<file path="src/rtl/bit_count_unit.sv">
// Sequential population counter: loads an operand (optionally inverted), then shifts
// it right one bit per cycle, accumulating ones until the remaining operand is zero.
module bit_count_unit #(
    parameter int WIDTH = 8,
    parameter int CW    = $clog2(WIDTH + 1)
) (
    input  logic             clk,
    input  logic             reset,
    input  logic             start,
    input  logic             mode,
    input  logic [WIDTH-1:0] data_in,
    output logic [CW-1:0]    result,
    output logic             busy,
    output logic             done
);

    localparam logic [1:0] IDLE  = 2'd0;
    localparam logic [1:0] COUNT = 2'd1;
    localparam logic [1:0] DONE  = 2'd2;

    logic [1:0]       ps;
    logic [WIDTH-1:0] a;

    always_ff @(posedge clk) begin
        if (reset) begin
            ps     <= IDLE;
            a      <= '0;
            result <= '0;
        end else begin
            case (ps)
                IDLE: begin
                    if (start) begin
                        ps <= COUNT;
                    end else begin
                        a      <= mode ? ~data_in : data_in;
                        result <= '0;
                    end
                end
                COUNT: begin
                    // Exit as soon as no set bits remain, so leading zeros cost nothing.
                    if (a != '0) begin
                        a      <= a >> 1;
                        result <= result + CW'(a[0]);
                    end else begin
                        ps <= DONE;
                    end
                end
                DONE: begin
                    if (!start) begin
                        ps     <= IDLE;
                        a      <= mode ? ~data_in : data_in;
                        result <= '0;
                    end
                end
                default: ps <= IDLE;
            endcase
        end
    end

    always_comb begin
        busy = (ps == COUNT);
        done = (ps == DONE);
    end

endmodule

</file>
<file path="config.mk">
export PLATFORM = sky130hd
export DESIGN_NAME = bit_count_unit
export DESIGN_NICKNAME = d
export VERILOG_FILES = /design/src/rtl/bit_count_unit.sv
export SDC_FILE = /design/constraint.sdc
export NUM_CORES = 1
export LEC_CHECK = 0
export ABC_AREA = 0
export CORE_ASPECT_RATIO = 1.1
export CORE_UTILIZATION = 49
export DETAILED_ROUTE_END_ITERATION = 10
export HOLD_SLACK_MARGIN = 0.15
export PLACE_DENSITY_LB_ADDON = 0.15
export SETUP_SLACK_MARGIN = 0.02
export SYNTH_ARGS = -nofsm -noshare
export SYNTH_HDL_FRONTEND = slang
export SYNTH_SLANG_ARGS = --single-unit
</file>
<file path="constraint.sdc">
create_clock -name clk -period 1.9 [get_ports clk]
set_input_delay 0.19 -clock clk [delete_from_list [all_inputs] [get_ports clk]]
set_output_delay 0.19 -clock clk [all_outputs]
set_load 0.02 [all_outputs]
</file>
==> results of run 1 <==
[through the flow]
stage / cell area [um2] / utilization (%) / hold WS [ns] / total power, mW
after floorplan: 842 / - / 0.330 / 0.556
after global placement: 1030 / 64.7 / 0.478 / 0.634
after detailed placement: 1030 / 64.7 / 0.482 / 0.639
after CTS: 1070 / 67.0 / 0.499 / 0.862
after global routing: 1070 / 67.0 / 0.532 / 0.900
final: 1070 / 67.0 / 0.495 / 0.857
[power by group]
part | total (mW) | internal (mW) | switching, mW | leakage [nW]
combinational | 0.284 | 0.140 | 0.145 | 0.294
sequential | 0.349 | 0.324 | 0.0246 | 0.114
clock | 0.224 | 0.117 | 0.107 | 0.0210
[metal layers]
layer  global-route usage (%)  vias up  routed length, um
met5                        0        -                  0
met4                     9.68        0                 24
met3                     4.76        3                 72
met2                     30.0       17                756
met1                     25.3      337                837
li1                         -      368                  -
[flip-flops by register name, indices dropped and copies added, names as in the netlist]
name,count
result,4
ps,2
a,8
[how the worst max path moves through the flow]
stage                        from                      to  slack [ns]
6_report       ps[0]$_SDFFE_PP0P_                    busy        0.25
5_1_grt        ps[0]$_SDFFE_PP0P_                    busy        0.15
4_1_cts        ps[0]$_SDFFE_PP0P_                    busy        0.23
3_5_place_dp                 mode       a[1]$_SDFFE_PP0P_        0.23
3_3_place_gp                 mode       a[2]$_SDFFE_PP0P_        0.28
2_1_floorplan   a[3]$_SDFFE_PP0P_  result[1]$_SDFFE_PP0P_        0.35
[cells by family (layout without fill, tap and decap cells)]
| family | count (synthesis) | after routing | share of synthesized area [%] |
|---|---|---|---|
| compound gates | 17 | 17 | 17.1 |
| flops | 14 | 14 | 33.3 |
| simple gates | 35 | 35 | 24.1 |
| buf+inv | 8 | 26 | 4.61 |
| xor+xnor | 8 | 8 | 8.32 |
| mux | 8 | 8 | 9.66 |
| fa+ha+maj | 2 | 2 | 2.97 |
[synthesized netlist by cell type (all sizes together), types with 2 or more instances]
| cell type | count | area, um2 |
|---|---|---|
| nor2 | 6 | 22.5 |
| nand4b | 7 | 61.3 |
| o21ai | 2 | 21.3 |
| clkbuf | 6 | 22.5 |
| dfxtp | 14 | 280 |
| nand2 | 11 | 41.3 |
| or4 | 2 | 22.5 |
| mux2i | 7 | 70.1 |
| buf | 2 | 16.3 |
| nand3 | 4 | 25.0 |
| a21oi | 4 | 23.8 |
| ha | 2 | 25.0 |
| xor2 | 7 | 61.3 |
| nor2b | 2 | 12.5 |
| a211o | 7 | 70.1 |
[final cells by class]
cell class	count	area, um2	share of cell area [%]
Clock buffer	4	36.3	3.40
Multi-Input combinational cell	70	523	48.9
Sequential cell	14	280	26.2
Timing Repair Buffer	22	208	19.4
Tap cell	17	21.3	1.99
[worst max-delay path, delay by kind of cell, from the launching register on]
kind	cells	cell delay (ns)
buffers and inverters	1	0.62
and+or+nand+nor	1	0.18
DFF	1	0.37
==> out/summary.txt, run 1 <==
======================================================================================================
Count of different cell masters after synthesis                                                     28
Req. time, crit path                                                                           1.71 ns
Resized cells post-CTS                                                                               0
Leakage power                                                                                 0.430 nW
Maximum clock skew at final layout                                                          0.00173 ns
Count of input and output buffers                                                                   17
Slowest stage cell, crit path                                                             sky130_fd_sc_hd__clkdlybuf4s50_1
Post-route non-filler standard cell count                                                          127
Clock latency reported for the late side of the worst-skew pair                                0.29 ns
Slew @ Worst Pin                                                                              0.487 ns
Mean cell area of the mapped netlist                                                          9.15 um2
Ys Warns                                                                                             0
Critical path endpoint category                                                             output pin
Clock transition at the register clock pins on the worst setup and hold paths after CTS        0.09 ns
Total global-route track usage                                                                   19.4%
Headroom to the max-slew limit                                                                   67.4%
Placed instance count                                                                              123
R2r setup slk                                                                                  0.30 ns
Share of post-route cells with drive strength above 1                                            20.9%
Detailed-route DRC error count                                                                       0
Clock Tree Buf Depth                                                                                 2
Commonest cells after routing, fill and taps aside                                        17 x sky130_fd_sc_hd__clkdlybuf4s50_1, 14 x sky130_fd_sc_hd__dfxtp_1, 11 x sky130_fd_sc_hd__nand2_1
Average wire length per cell after detail routing                                              13.3 um
Antenna diodes                                                                                       0
Worst setup slack before clock tree synthesis                                                 0.226 ns
Number of synthesized flops with an enable pin                                                       0
Max Cap Violations                                                                                   0
Min-Delay Startpoint                                                                      result[3]$_SDFFE_PP0P_
GR Overflow Total                                                                                    0
Peak per-stage delay on the critical path                                                      0.62 ns
Worst reg-to-reg path cell count                                                                     4
Total Neg Setup Slack                                                                             0 ns
I/O Pins                                                                                            18
Worst setup margin                                                                            0.250 ns
Maximum number of pins on one net before global-route repair                                        20
Final worst path period need                                                                   1.65 ns
Unrepaired setup endpoints after global routing                                                  false
Highest Clock Rate                                                                           0.606 GHz
Number of clock buffers inserted by TritonCTS                                                        3
Synthesized instance count                                                                          92
Maximum fanout count along the critical path                                                         4
Hold violation total from the final report                                                           0
Post-CTS repair timing setup buffer count                                                            0
Count of TritonRoute iterations in the first routing pass                                            4
Antenna violations before repair                                                                     0
Worst Setup Start Kind                                                                            flop
Final setup violation count                                                                          0
Total Wirelength                                                                               1690 um
Worst reg2reg startpoint                                                                  a[3]$_SDFFE_PP0P_
Power density over cell area                                                                802 nW/um2
Max VDD drop                                                                                  0.449 mV
Maximum level of the CTS H-tree                                                                      1
Number of rows in the core area                                                                     15
Syn_nets                                                                                           106
Synthesized flop and latch total                                                                    14
FF-to-FF End                                                                              result[2]$_SDFFE_PP0P_
Fraction of synthesis flops using an asynchronous set or reset pin                                  0%
CTS Root Buffer Type                                                                      sky130_fd_sc_hd__clkbuf_4
Most common cell after layout, fill and taps aside                                        sky130_fd_sc_hd__clkdlybuf4s50_1
Hold Crit Class                                                                                reg2reg
Cells traversed along the worst timing path                                               nor2b_1, clkdlybuf4s50_1
Die boundary height                                                                            45.5 um
Worst hold path stage count                                                                          2
Clock tree from TritonCTS                                                                        built
Share of the yosys chip area belonging to registers                                              33.3%
Dpl hpwl                                                                                       1160 um
Vias in the first global route                                                                     609
Max-slew violation count                                                                             0
Number of DRC markers after the initial detailed-route iteration                                    10
Portion of the clock cycle consumed by the worst path in the final layout                        86.8%
GPL Wtd Cong                                                                                     0.689
Capture endpoint of the worst hold path                                                   result[3]$_SDFFE_PP0P_
Number of buffers inserted by hold repair at cts                                                     0
Count of nets after finishing                                                                      125
Number of filler instances in the final layout                                                     142
Layout overhead on the synthesized area                                                          26.9%
Clock Sinks                                                                                         14
Post-synthesis instance area                                                                   842 um2
Outcome                                                                                   complete, no violations
Primary FF master, synth                                                                  sky130_fd_sc_hd__dfxtp_1
Die area                                                                                      1890 um2
Width of the die                                                                               41.5 um
First-pass GRT wire length                                                                     2730 um
Class of the most critical setup path                                                          reg2out
Post-route ant nets                                                                                  0
Arrival time reported for the critical path endpoint                                           1.46 ns
Post-detailed-route via-to-cell ratio                                                             5.71
Core region area                                                                              1600 um2
Effective utilization at floorplan                                                               52.8%
Vias                                                                                               725
======================================================================================================
No activity file was read; power rests on OpenSTA's default activity.
==> run 2, diff against run 1 <==
Settings changed: CORE_ASPECT_RATIO 1.1 to default.
==> run 2 against run 1 <==
  * Critical endpoint unchanged
  * Core utilization up 1.5 points
  * Worst setup slack better by 0.031 ns
  * Hold slack improved by 0.00089 ns
  * Global-route usage is essentially flat
  * Count of clock-buffer cells in the layout did not move
  * First-iteration DRC count increased by 110%
  * Largest cell class unchanged
  * The run now ends with DRC left
  * Flip-flop and latch count unchanged
  * Clock skew grew 0.0037 ns
  * Cell count is 0.79% lower
==> out/summary.txt, run 2 (same netlist as run 1, synthesis figures left out) <==
======================================================================================================
Final design utilization                                                                         68.5%   +1.5 points
Total Wirelength                                                                               1690 um   -0.24%
Clock Tree Buf Depth                                                                                 2   unchanged
Die area                                                                                      1890 um2   about the same
Class of the most critical setup path                                                          reg2out
Switching power share of the total                                                               32.1%   -0.19 points
Unrepaired setup endpoints after global routing                                                  false
CTS Root Buffer Type                                                                      sky130_fd_sc_hd__clkbuf_4
Commonest cells after routing, fill and taps aside                                        17 x sky130_fd_sc_hd__clkdlybuf4s50_1, 14 x sky130_fd_sc_hd__dfxtp_1, 11 x sky130_fd_sc_hd__nand2_1
Finished layout cell area                                                                     1070 um2   -0.12%
Maximum level of the CTS H-tree                                                                      1   unchanged
Power density over cell area                                                                801 nW/um2   -0.19%
Layout overhead on the synthesized area                                                          26.7%
I/O Pins                                                                                            18   unchanged
Core region area                                                                              1560 um2   -2.3%
Part of the total power dissipated in the clock network                                          25.6%   -0.5 points
Antenna violations before repair                                                                     0   unchanged
Max VDD drop                                                                                  0.528 mV   +18%
Clock latency reported for the late side of the worst-skew pair                                0.28 ns   about the same
Flip-flop count of the largest register, all copies and words added                                  8   unchanged
First-pass GRT wire length                                                                     2730 um   unchanged
Final worst path period need                                                                   1.62 ns   -0.0315 ns
Vias in the first global route                                                                     641   +5.3%
Switching component of the power                                                              0.274 mW   -0.88%
Total area of multi-input combinational cells                                                  523 um2   unchanged
Antenna diodes                                                                                       0   unchanged
Leakage power                                                                                 0.430 nW   unchanged
Top register by number of flip-flops                                                                 a
Cells traversed along the worst timing path                                               nor2b_1, clkdlybuf4s50_1
Count of nets after finishing                                                                      125   unchanged
Peak per-stage delay on the critical path                                                      0.62 ns   about the same
Pwr Total                                                                                     0.855 mW   -0.30%
Critical path endpoint category                                                             output pin
Violations in the final reports                                                                    DRC
Hold Crit Class                                                                                reg2reg
Most utilized layer in the global route result                                                    met2
Maximum fanout count along the critical path                                                         3   -1
Post-route ant nets                                                                                  0   unchanged
Share of post-route cells with drive strength above 1                                            20.9%   unchanged
Clock transition at the register clock pins on the worst setup and hold paths after CTS        0.09 ns   about the same
Die boundary height                                                                            43.5 um   -4.5%
Maximum number of pins on one net before global-route repair                                        22   +10%
Slowest stage cell, crit path                                                             sky130_fd_sc_hd__clkdlybuf4s50_1
Resized cells post-CTS                                                                               0   unchanged
Slew @ Worst Pin                                                                              0.433 ns   -0.0543 ns
Met3 track demand over resource in global routing                                                2.50%   -2.3 points
Dpl hpwl                                                                                       1180 um   +2.1%
Number of buffers inserted by hold repair at cts                                                     0   unchanged
Count of input and output buffers                                                                   17   unchanged
Seq. cell area                                                                                 280 um2   unchanged
Number of DRC markers after the initial detailed-route iteration                                    21   +11
GRT met1 Usage                                                                                   26.5%   +1.2 points
Worst Setup Start Kind                                                                            flop
Post-detailed-route via-to-cell ratio                                                             5.83   +2.0%
Proportion of power drawn by flip-flops and latches                                              40.7%   about the same
Number of clock buffers inserted by TritonCTS                                                        3   unchanged
Proportion of power drawn by combinational gates                                                 33.7%   +0.5 points
Clock tree from TritonCTS                                                                        built
Met2 track demand over resource                                                                  30.9%   +0.91 points
Req. time, crit path                                                                           1.71 ns   about the same
Total Neg Setup Slack                                                                             0 ns   unchanged
Most common cell after layout, fill and taps aside                                        sky130_fd_sc_hd__clkdlybuf4s50_1
Average wire length per cell after detail routing                                              13.4 um   +0.56%
Highest Clock Rate                                                                           0.618 GHz   +1.9%
Number of filler instances in the final layout                                                     137   -3.5%
Number of buffer and inverter instances along the worst setup path                                   1   unchanged
Final setup violation count                                                                          0   unchanged
GPL Wtd Cong                                                                                     0.759   +10%
Width of the die                                                                               43.5 um   +4.6%
Max-slew violation count                                                                             0   unchanged
Fin Hold WS                                                                                   0.496 ns   +0.000891 ns
Clock Sinks                                                                                         14   unchanged
Registers with the highest flip-flop counts                                               a (8), result (4), ps (2)
Headroom to the max-slew limit                                                                   71.0%   +3.6 points
Total global-route track usage                                                                   19.3%   -0.048 points
Detailed-route DRC error count                                                                       4   +4
Internal cell power                                                                           0.581 mW   about the same
Post-CTS repair timing setup buffer count                                                            0   unchanged
GR Overflow Total                                                                                    0   unchanged
Outcome                                                                                   complete, but fails checks
Hold violation total from the final report                                                           0   unchanged
Portion of the clock cycle consumed by the worst path in the final layout                        85.2%   -1.7 points
Number of rows in the core area                                                                     14   -1
Maximum clock skew at final layout                                                          0.00543 ns   +0.00371 ns
Count of TritonRoute iterations in the first routing pass                                            9   +5
Area post-placement                                                                           1030 um2   -0.12%
Vias                                                                                               734   +1.2%
Max Cap Violations                                                                                   0   unchanged
Effective utilization at floorplan                                                               54.0%   +1.2 points
Arrival time reported for the critical path endpoint                                           1.43 ns   -0.03 ns
Cell type group with the largest total delay on the critical path                         buffers and inverters
======================================================================================================
run 2: final timing paths:
check        slack, ns              startpoint                     end  cells past startpoint
min               0.50  result[3]$_SDFFE_PP0P_  result[3]$_SDFFE_PP0P_                      2
min reg2reg       0.50  result[3]$_SDFFE_PP0P_  result[3]$_SDFFE_PP0P_                      2
max reg2reg       0.28       a[3]$_SDFFE_PP0P_  result[2]$_SDFFE_PP0P_                      4
max               0.28      ps[0]$_SDFFE_PP0P_                    busy                      2
run 2: cell type report:
| class | count | share of cell area [%] |
|---|---|---|
| clock buffer | 4 | 3.40 |
| multi-input combinational | 70 | 49.0 |
| sequential | 14 | 26.3 |
| tap | 16 | 1.88 |
| timing repair buffer | 22 | 19.5 |
run 2: power groups by stage:
stage / sequential [mW] / combinational (mW) / clock, mW
global placement: 0.354 / 0.278 / 0
detailed placement: 0.355 / 0.286 / 0
CTS: 0.348 / 0.286 / 0.224
finish: 0.348 / 0.288 / 0.218
global route: 0.353 / 0.313 / 0.229
floorplan: 0.349 / 0.207 / 0
run 2: worst reg2reg max path, cell delays in order (launching register included):
cell and delay, ns:
sky130_fd_sc_hd__dfxtp_1 0.34, sky130_fd_sc_hd__or4_4 0.59, sky130_fd_sc_hd__o211ai_1 0.22, sky130_fd_sc_hd__mux2_2 0.35
sky130_fd_sc_hd__nor2_1 0.08
run 2: stage by stage:
stage	worst slack [ns]	std cells
final	0.282	126
after global routing	0.185	126
after CTS	0.254	126
after detailed placement	0.275	122
after global placement	0.297	122
after floorplan	0.347	92
run 2: layer usage:
layer / up-vias / wire [um]
met5: - / 0
met4: 0 / 19
met3: 2 / 63
met2: 19 / 776
met1: 346 / 827
li1: 367 / -
==> run 3, diff against run 2 <==
--- a/config.mk
+++ b/config.mk
@@ -7,4 +7,5 @@
 export LEC_CHECK = 0
 export ABC_AREA = 0
+export CORE_MARGIN = 8
 export CORE_UTILIZATION = 49
 export DETAILED_ROUTE_END_ITERATION = 10
==> constraint.sdc (replaced) <==
create_clock -name clk -period 1.9 [get_ports clk]
set_input_delay 0.285 -clock clk [delete_from_list [all_inputs] [get_ports clk]]
set_output_delay 0.285 -clock clk [all_outputs]
set_load 0.02 [all_outputs]
==> run 3 against run 2 <==
  * The flow now finishes without violations
  * Non-clock buffer count did not move
  * Cell count rose by 0.79%
  * Count of clock-buffer cells in the layout did not move
  * First-iteration DRC count fell by 48%
  * Critical path type unchanged
  * Largest cell class unchanged
  * Largest power group unchanged
  * Highest routed layer unchanged
==> out/summary.txt, run 3 (same netlist as run 1, synthesis figures left out) <==
======================================================================================================
Final worst path period need                                                                   1.72 ns   +0.100 ns
Count of input and output buffers                                                                   17   unchanged
Placed instance count                                                                              123   +0.82%
Detailed-route DRC error count                                                                       0   -4
Worst Setup Start Kind                                                                            flop
Req. time, crit path                                                                           1.62 ns   -0.09 ns
GPL Wtd Cong                                                                                     0.754   -0.65%
Cell type group with the largest total delay on the critical path                         buffers and inverters
Vias                                                                                               735   +0.14%
Total global-route track usage                                                                   12.1%   -7.2 points
Commonest cells after routing, fill and taps aside                                        17 x sky130_fd_sc_hd__clkdlybuf4s50_1, 14 x sky130_fd_sc_hd__dfxtp_1, 11 x sky130_fd_sc_hd__nand2_1
Arrival time reported for the critical path endpoint                                           1.43 ns   about the same
Vias in the first global route                                                                     728   +14%
Dpl hpwl                                                                                       1310 um   +11%
Logic depth of the worst setup path including buffers                                                2   unchanged
Number of buffers inserted by hold repair at cts                                                     0   unchanged
Final setup violation count                                                                          0   unchanged
Maximum clock skew at final layout                                                          0.00346 ns   -0.00197 ns
Maximum level of the CTS H-tree                                                                      1   unchanged
Cells traversed along the worst timing path                                               nor2b_1, clkdlybuf4s50_1
Effective utilization at floorplan                                                               50.4%   -3.6 points
Die boundary height                                                                            57.5 um   +32%
Share of post-route cells with drive strength above 1                                            20.9%   unchanged
Number of buffer and inverter instances along the worst setup path                                   1   unchanged
Class of the most critical setup path                                                          reg2out
Hold violation total from the final report                                                           0   unchanged
Number of DRC markers after the initial detailed-route iteration                                    11   -48%
First-pass GRT wire length                                                                     3230 um   +18%
Most common cell after layout, fill and taps aside                                        sky130_fd_sc_hd__clkdlybuf4s50_1
Max VDD drop                                                                                  0.456 mV   -14%
Portion of the clock cycle consumed by the worst path in the final layout                        90.4%   +5.3 points
Maximum fanout count along the critical path                                                         3   unchanged
Maximum number of pins on one net before global-route repair                                        20   -9.1%
Average wire length per cell after detail routing                                              14.5 um   +8.3%
Leakage power                                                                                 0.430 nW   unchanged
Fin Hold WS                                                                                   0.500 ns   +0.00440 ns
Number of clock buffers inserted by TritonCTS                                                        3   unchanged
I/O Pins                                                                                            18   unchanged
Highest Clock Rate                                                                           0.582 GHz   -5.8%
Width of the die                                                                               57.5 um   +32%
Post-CTS repair timing setup buffer count                                                            0   unchanged
Total Wirelength                                                                               1840 um   +9.1%
Post-detailed-route via-to-cell ratio                                                             5.79   -0.65%
Hold Crit Class                                                                                reg2reg
Number of rows in the core area                                                                     15   +1
Final design utilization                                                                         64.0%   -4.5 points
Layout overhead on the synthesized area                                                          26.9%
Clock transition at the register clock pins on the worst setup and hold paths after CTS        0.09 ns   about the same
Worst hold path stage count                                                                          2   unchanged
Clock latency reported for the late side of the worst-skew pair                                0.28 ns   about the same
Registers with the highest flip-flop counts                                               a (8), result (4), ps (2)
Headroom to the max-slew limit                                                                   63.0%   -8.0 points
CTS Root Buffer Type                                                                      sky130_fd_sc_hd__clkbuf_4
Core region area                                                                              1670 um2   +7.1%
Post-route ant nets                                                                                  0   unchanged
Die area                                                                                      3300 um2   +75%
Slew @ Worst Pin                                                                              0.553 ns   +0.120 ns
Peak per-stage delay on the critical path                                                      0.62 ns   about the same
Resized cells post-CTS                                                                               0   unchanged
Unrepaired setup endpoints after global routing                                                  false
Outcome                                                                                   complete, no violations
Critical path endpoint category                                                             output pin
Worst reg-to-reg path cell count                                                                     4   unchanged
Power density over cell area                                                                801 nW/um2   about the same
Max Cap Violations                                                                                   0   unchanged
Flip-flop count of the largest register, all copies and words added                                  8   unchanged
Antenna violations before repair                                                                     0   unchanged
Total Neg Setup Slack                                                                             0 ns   unchanged
Top register by number of flip-flops                                                                 a
GR Overflow Total                                                                                    0   unchanged
Clock tree from TritonCTS                                                                        built
Post-route non-filler standard cell count                                                          127   +0.79%
Count of TritonRoute iterations in the first routing pass                                            3   -6
Max-slew violation count                                                                             0   unchanged
Pwr Total                                                                                     0.856 mW   +0.17%
Count of nets after finishing                                                                      125   unchanged
Clock Tree Buf Depth                                                                                 2   unchanged
Antenna diodes                                                                                       0   unchanged
Slowest stage cell, crit path                                                             sky130_fd_sc_hd__clkdlybuf4s50_1
Clock Sinks                                                                                         14   unchanged
======================================================================================================
[run 3: cell counts in the layout (fill, tap and decap cells not counted)]
No cell type changed its count.
[run 3: report_power, final]
group	switching, mW	total, mW	internal (mW)	leakage [nW]
Clock	0.103	0.220	0.117	0.0210
Combinational	0.147	0.287	0.140	0.294
Sequential	0.0247	0.349	0.324	0.114
[run 3: metal layers]
metal | wire [um] | GRT usage, %
met1 | 893 | 14.6
met2 | 806 | 18.0
met3 | 110 | 4.48
met4 | 29 | 6.43
met5 | 0 | 0
[run 3: worst paths after layout]
check                                            start                endpoint  slack (ns)
worst min-delay path            result[0]$_SDFFE_PP0P_  result[0]$_SDFFE_PP0P_        0.50
worst max register to register       a[3]$_SDFFE_PP0P_  result[2]$_SDFFE_PP0P_        0.30
worst max-delay path                ps[0]$_SDFFE_PP0P_                    busy        0.18
worst min register to register  result[0]$_SDFFE_PP0P_  result[0]$_SDFFE_PP0P_        0.50
[run 3: final cells by class]
| class | count | area, um2 |
|---|---|---|
| Clock buffer | 4 | 36.3 |
| Sequential cell | 14 | 280 |
| Timing Repair Buffer | 22 | 208 |
| Tap cell | 17 | 21.3 |
| Fill cell | 155 | 602 |
| Multi-Input combinational cell | 70 | 523 |
[run 3: metrics by stage]
stage	setup WS (ns)	area (um2)
floorplan	0.347	842
global placement	0.207	1030
detailed placement	0.179	1030
CTS	0.165	1070
global route	0.0689	1070
finish	0.182	1070
[run 3: worst min-delay path, stage by stage (launching register included)]
cell and delay (ns):
sky130_fd_sc_hd__dfxtp_1 0.34, sky130_fd_sc_hd__nand3_1 0.07, sky130_fd_sc_hd__a21oi_1 0.06
